==> src/rtl/fp32_mul_sched.sv <==
// fp32_mul_sched: round-robin scheduler sharing one fp32 multiplier among NUM_REQ requesters.
// The product is captured into stage 0 and travels a PIPE_STAGES-deep register pipeline that
// stalls as a whole when the tagged response port is backpressured.
// Optional build macro FP32_MUL_SCHED_STATS_EN adds stat_issued / stat_stalls counters.
module fp32_mul_sched #(
    parameter int unsigned  NUM_REQ     = 4,
    parameter int unsigned  PIPE_STAGES = 2,
    localparam int unsigned ID_W        = $clog2(NUM_REQ)
) (
    input  logic                 clk,
    input  logic                 rst_n,
    input  logic [NUM_REQ-1:0]   req_valid,
    output logic [NUM_REQ-1:0]   req_ready,
    input  logic [32*NUM_REQ-1:0] req_a,
    input  logic [32*NUM_REQ-1:0] req_b,
    output logic                 rsp_valid,
    input  logic                 rsp_ready,
    output logic [ID_W-1:0]      rsp_id,
    output logic [31:0]          rsp_result,
    output logic                 busy
`ifdef FP32_MUL_SCHED_STATS_EN
    ,
    output logic [31:0]          stat_issued,
    output logic [31:0]          stat_stalls
`endif
);

    // Truncating fp32 multiply; exponent field wraps to 8 bits once range checks pass.
    function automatic logic [31:0] fp32_mul(input logic [31:0] a, input logic [31:0] b);
        logic        sign;
        logic [7:0]  ea;
        logic [7:0]  eb;
        logic        a_nan, b_nan, a_inf, b_inf, a_zero, b_zero;
        logic [47:0] ma;
        logic [47:0] mb;
        logic [47:0] prod;
        logic [9:0]  exp_sum;
        logic [22:0] mant;
        logic [31:0] res;
        sign    = a[31] ^ b[31];
        ea      = a[30:23];
        eb      = b[30:23];
        a_nan   = (ea == 8'hFF) && (a[22:0] != 23'd0);
        b_nan   = (eb == 8'hFF) && (b[22:0] != 23'd0);
        a_inf   = (ea == 8'hFF) && (a[22:0] == 23'd0);
        b_inf   = (eb == 8'hFF) && (b[22:0] == 23'd0);
        // Denormal inputs are treated as zero.
        a_zero  = (ea == 8'd0);
        b_zero  = (eb == 8'd0);
        ma      = {24'd0, 1'b1, a[22:0]};
        mb      = {24'd0, 1'b1, b[22:0]};
        prod    = ma * mb;
        exp_sum = {2'b00, ea} + {2'b00, eb} + {9'd0, prod[47]} - 10'd127;
        mant    = prod[47] ? prod[46:24] : prod[45:23];
        if (a_nan || b_nan || (a_inf && b_zero) || (b_inf && a_zero)) begin
            res = 32'h7FC0_0000;
        end else if (a_inf || b_inf) begin
            res = {sign, 8'hFF, 23'd0};
        end else if (a_zero || b_zero) begin
            res = 32'h0000_0000;
        end else if (exp_sum[9] || (exp_sum == 10'd0)) begin
            res = 32'h0000_0000;
        end else if (exp_sum >= 10'd255) begin
            res = {sign, 8'hFF, 23'd0};
        end else begin
            res = {sign, exp_sum[7:0], mant};
        end
        return res;
    endfunction

    logic [PIPE_STAGES-1:0] v_q;
    logic [ID_W-1:0]        id_q  [PIPE_STAGES];
    logic [31:0]            res_q [PIPE_STAGES];
    logic [ID_W-1:0]        ptr_q;
    logic [ID_W-1:0]        ptr_d;
    logic [ID_W-1:0]        grant;
    logic                   grant_found;
    logic                   advance;
    logic                   issue;
    logic [31:0]            op_a;
    logic [31:0]            op_b;
    logic [31:0]            product;

    assign advance = !v_q[PIPE_STAGES-1] || rsp_ready;

    // Round-robin scan starting at ptr; first valid requester wins.
    always_comb begin
        grant       = '0;
        grant_found = 1'b0;
        for (int off = 0; off < int'(NUM_REQ); off++) begin
            if (!grant_found && req_valid[(int'(ptr_q) + off) % int'(NUM_REQ)]) begin
                grant_found = 1'b1;
                grant       = ID_W'((int'(ptr_q) + off) % int'(NUM_REQ));
            end
        end
    end

    // One-hot ready to the granted requester, only when the pipeline can move.
    always_comb begin
        req_ready = '0;
        for (int i = 0; i < int'(NUM_REQ); i++) begin
            req_ready[i] = advance && grant_found && req_valid[i] && (grant == ID_W'(i));
        end
    end

    assign issue   = |req_ready;
    assign op_a    = req_a[32*int'(grant) +: 32];
    assign op_b    = req_b[32*int'(grant) +: 32];
    assign product = fp32_mul(op_a, op_b);

    // Explicit wrap keeps the pointer legal for non-power-of-two NUM_REQ.
    always_comb begin
        ptr_d = ptr_q;
        if (issue) begin
            ptr_d = (grant == ID_W'(NUM_REQ - 1)) ? '0 : grant + 1'b1;
        end
    end

    // Pipeline and pointer registers; everything holds while the output is stalled.
    always_ff @(posedge clk or negedge rst_n) begin
        if (!rst_n) begin
            v_q   <= '0;
            ptr_q <= '0;
            for (int k = 0; k < int'(PIPE_STAGES); k++) begin
                id_q[k]  <= '0;
                res_q[k] <= '0;
            end
        end else if (advance) begin
            v_q[0]   <= issue;
            id_q[0]  <= grant;
            res_q[0] <= product;
            for (int k = 1; k < int'(PIPE_STAGES); k++) begin
                v_q[k]   <= v_q[k-1];
                id_q[k]  <= id_q[k-1];
                res_q[k] <= res_q[k-1];
            end
            ptr_q <= ptr_d;
        end
    end

    assign rsp_valid  = v_q[PIPE_STAGES-1];
    assign rsp_id     = id_q[PIPE_STAGES-1];
    assign rsp_result = res_q[PIPE_STAGES-1];
    assign busy       = |v_q;

`ifdef FP32_MUL_SCHED_STATS_EN
    // Free-running issue and stall counters.
    always_ff @(posedge clk or negedge rst_n) begin
        if (!rst_n) begin
            stat_issued <= '0;
            stat_stalls <= '0;
        end else begin
            if (issue) begin
                stat_issued <= stat_issued + 32'd1;
            end
            if (rsp_valid && !rsp_ready) begin
                stat_stalls <= stat_stalls + 32'd1;
            end
        end
    end
`else
    // Statistics counters are not built in this configuration.
`endif

endmodule

==> config.mk <==
export PLATFORM = sky130hd
export DESIGN_NAME = fp32_mul_sched
export DESIGN_NICKNAME = d
export VERILOG_FILES = /design/src/rtl/fp32_mul_sched.sv
export SDC_FILE = /design/constraint.sdc
export NUM_CORES = 2
export LEC_CHECK = 0
export CAP_MARGIN = 0
export CELL_PAD_IN_SITES_DETAIL_PLACEMENT = 1
export CELL_PAD_IN_SITES_GLOBAL_PLACEMENT = 1
export CORE_MARGIN = 10
export CORE_UTILIZATION = 36
export CTS_CLUSTER_SIZE = 40
export DETAILED_ROUTE_END_ITERATION = 10
export HOLD_SLACK_MARGIN = 0.02
export PLACE_DENSITY = 0.75
export RECOVER_POWER = 25
export REMOVE_ABC_BUFFERS = 1
export SLEW_MARGIN = 25
export SYNTH_ARGS = -nofsm -noshare
export SYNTH_HDL_FRONTEND = slang
export SYNTH_SLANG_ARGS = --single-unit
==> constraint.sdc <==
create_clock -name clk -period 17.45 [get_ports clk]
set_input_delay 3.49 -clock clk [delete_from_list [all_inputs] [get_ports clk]]
set_output_delay 3.49 -clock clk [all_outputs]
set_load 0.02 [all_outputs]
==> impl_results.md <==
* Largest net degree at the start of global routing at 73
* GRT Util Overall at 22.52%
* Routed Antenna Nets at 0
* Global route overflow at 0
* Post-route minimum period at 16.24 ns
* DR iter-0 viols at 1141
* Peak per-stage delay on the critical path at 0.59 ns
* Period utilization at 93.05%
* Clock sink count at 72
* Vias per cell at 5.264
* Combinational family with the most area after synthesis: adder cells
* ANT cells at 0
* DP HPWL at 72590 um
* Post-CTS setup buffer count at 0
* Relative slew slack at -167.7%
* Avg WL per Cell at 22.44 um
* XOR/XNOR share of the synthesized area at 1.425%
* # fillers at 7819
* Failing checks: max-capacitance violations, max-slew violations
* Most used cell along the critical path: fa_1
* Worst Max-Slew Pin Slew at 4.016 ns
* Clk_skew at 0.009810 ns
* Gate count of the mapped netlist at 2828
* Crit end category: register
* Utilization after layout at 42.64%
* Clock Tree Buf Depth at 2
* CP Data Required Time at 17.70 ns
* Core Region at 0.06598 sq mm
* Hold Crit Class: reg2reg
* Starting Density at 36.47%
* #FFs+latches synth at 72
* # IOs at 303
* Hold Buf Count CTS at 0
* Top FF cell, synth: dfrtp_1
* Critical path arrival at 16.49 ns
* Synth warn at 0
* First-pass GRT wire length at 135400 um
* Max H-tree Level at 3
* Mapped Area at 0.02406 sq mm
* Mux cell area share after synthesis at 4.929%
* Max Cap Viol at 1
* Cell variety after synth at 76
* Simple-gate share of the synthesized area at 16.45%
* Setup TNS Final at 0 ns
* # setup viols final at 0
* Via count at 20560
* Non-Filler Instances at 3906
* CP Class: in2reg
* Post-synth top area share at 40.10%
* Top post-synthesis cells by area: fa_1 (40%), ha_1 (9.8%), inv_1 (8.7%), nand2_1 (7.6%), dfrtp_1 (7.5%)
* PortBufs at 302
* CTS tree: built
* Post_cts resized at 0
* Highest Clock Rate at 0.06159 GHz
* Fin. Hold Viols at 0
* Max Fanout on Critical Path at 48
* Clk pin slew, worst setup/hold paths at 0.06 ns
* Gp weighted congestion at 0.9203
* Layout cell share with drive strength beyond 1 at 4.635%
* Initial DRT Pass Iterations at 5
* Die Height at 278.5 um
* Number of flops mapped to enable cells by yosys at 0
* WL final at 87640 um
* Vias in the first global route at 23090
* Worst path slowest cell: clkdlybuf4s50_1
* Placed cell count at 3890
* RSZ-0062 raised after global routing: no
* CTS Buf Count at 9
* Worst setup SP type: input pin
* Area Growth Syn to Fin at 16.90%
* Seq/Total Area, Yosys at 7.487%
* Initial antenna violation count at 0
* Worst hold slack at 0.4622 ns
* Number of core rows at 94
* Worst-Skew Late Latency at 0.34 ns
* Synthesized area per cell at 8.509 sq um
* Pins Over Slew Limit at 73
* Root buffer cell: clkbuf_16
* Asr flop ratio synth at 100.0%
* # DRC at 0
* Status: complete, but fails checks
* Largest area contributor in the netlist: fa_1
* Compound-Gate Fraction of Synth Area at 7.347%
* Die X at 278.5 um
* DIE AREA at 0.07759 sq mm
* Final net count at 3970
* Post-synthesis adder-cell area fraction at 49.87%
## layout by cell type, fill, tap and decap left out, drive strengths merged, types with 13 or more instances in the layout
| cell | synthesis | final |
|---|---|---|
| inv | 568 | 570 |
| nand2 | 492 | 492 |
| fa | 482 | 482 |
| clkdlybuf4s50 | 0 | 301 |
| nor2 | 282 | 282 |
| ha | 188 | 188 |
| mux2i | 105 | 105 |
| dfrtp | 72 | 72 |
| buf | 67 | 58 |
| o21ai | 50 | 50 |
| and3 | 49 | 49 |
| a21oi | 48 | 48 |
| a21o | 39 | 39 |
| a211oi | 34 | 34 |
| xnor2 | 21 | 21 |
| a31oi | 20 | 20 |
| and2 | 19 | 19 |
| nand4 | 19 | 19 |
| xor2 | 16 | 16 |
| nand3 | 15 | 15 |
| nor2b | 13 | 13 |
## area by class of cell
cell class	instances	area (sq um)	area share, %
repair buffers	360	3465	12.32
flip-flops and latches	72	1802	6.405
multi-input cells	2017	19340	68.76
clock inverters	6	42.54	0.1512
clock buffers	10	229.0	0.8139
inverters	577	2168	7.708
well taps	864	1081	3.843
## worst paths after layout
path | startpoint | end | slack [ns] | depth (start not counted)
worst min-delay path | rsp_id[1] | rsp_id[1] | 0.46 | 2
worst min register to register | rsp_id[1] | rsp_id[1] | 0.46 | 2
worst max-delay path | req_valid[1] | res_q[48] | 1.21 | 48
min in group asynchronous | rst_n | rsp_result[13] | 4.54 | 1
max in group asynchronous | rst_n | rsp_result[30] | 10.64 | 1
worst max register to register | ptr_q[1] | res_q[48] | 4.44 | 47
## metrics by stage
stage	area [sq um]	worst slack, ns
finish	28130	1.212
global route	28130	0.4418
CTS	28130	1.256
detailed placement	27860	0.9220
global placement	27860	1.277
floorplan	23230	1.319
## cell usage after synthesis (11+ instances only)
cell type,count
and2_1,19
and3_1,49
o21ai_0,48
xnor2_1,21
clkbuf_1,95
nor2b_1,11
mux2_2,12
a21o_1,38
a211oi_1,33
nand4_1,19
xor2_1,15
nand2_1,490
buf_4,41
a31oi_1,20
dfrtp_1,72
inv_1,559
nand3_1,15
mux2i_1,105
ha_1,188
nor2_1,281
buf_2,12
fa_1,482
a21oi_1,48
## state kept, by name (all words and copies together), names as in the netlist
signal and cells:
res_q 32, ptr_q 2, id_q 2, rsp_result 32
rsp_id 2, v_q 2
## layer usage
| layer | global-route usage, % | wire [um] | vias up |
|---|---|---|---|
| li1 | - | - | 9041 |
| met1 | 28.18 | 35950 | 10560 |
| met2 | 38.64 | 42400 | 785 |
| met3 | 3.891 | 5901 | 177 |
| met4 | 7.873 | 3389 | 0 |
| met5 | 0 | 0 | - |
## worst max-delay path, delay by kind of cell
family,cells,cell delay (ns)
buf+inv,13,3.22
compound gates,14,3.37
simple gates,9,1.54
mux,2,0.35
xor+xnor,1,0.15
fa+ha+maj,9,4.28
## cell families after synthesis
kind of cell,Yosys count
compound gates,259
xor+xnor,37
fa+ha+maj,670
buf+inv,739
flops,72
mux,117
simple gates,934
Power is left out: the tool's default activity adds up to more than one toggle a clock period on the data nets, which glitch-free logic cannot reach.
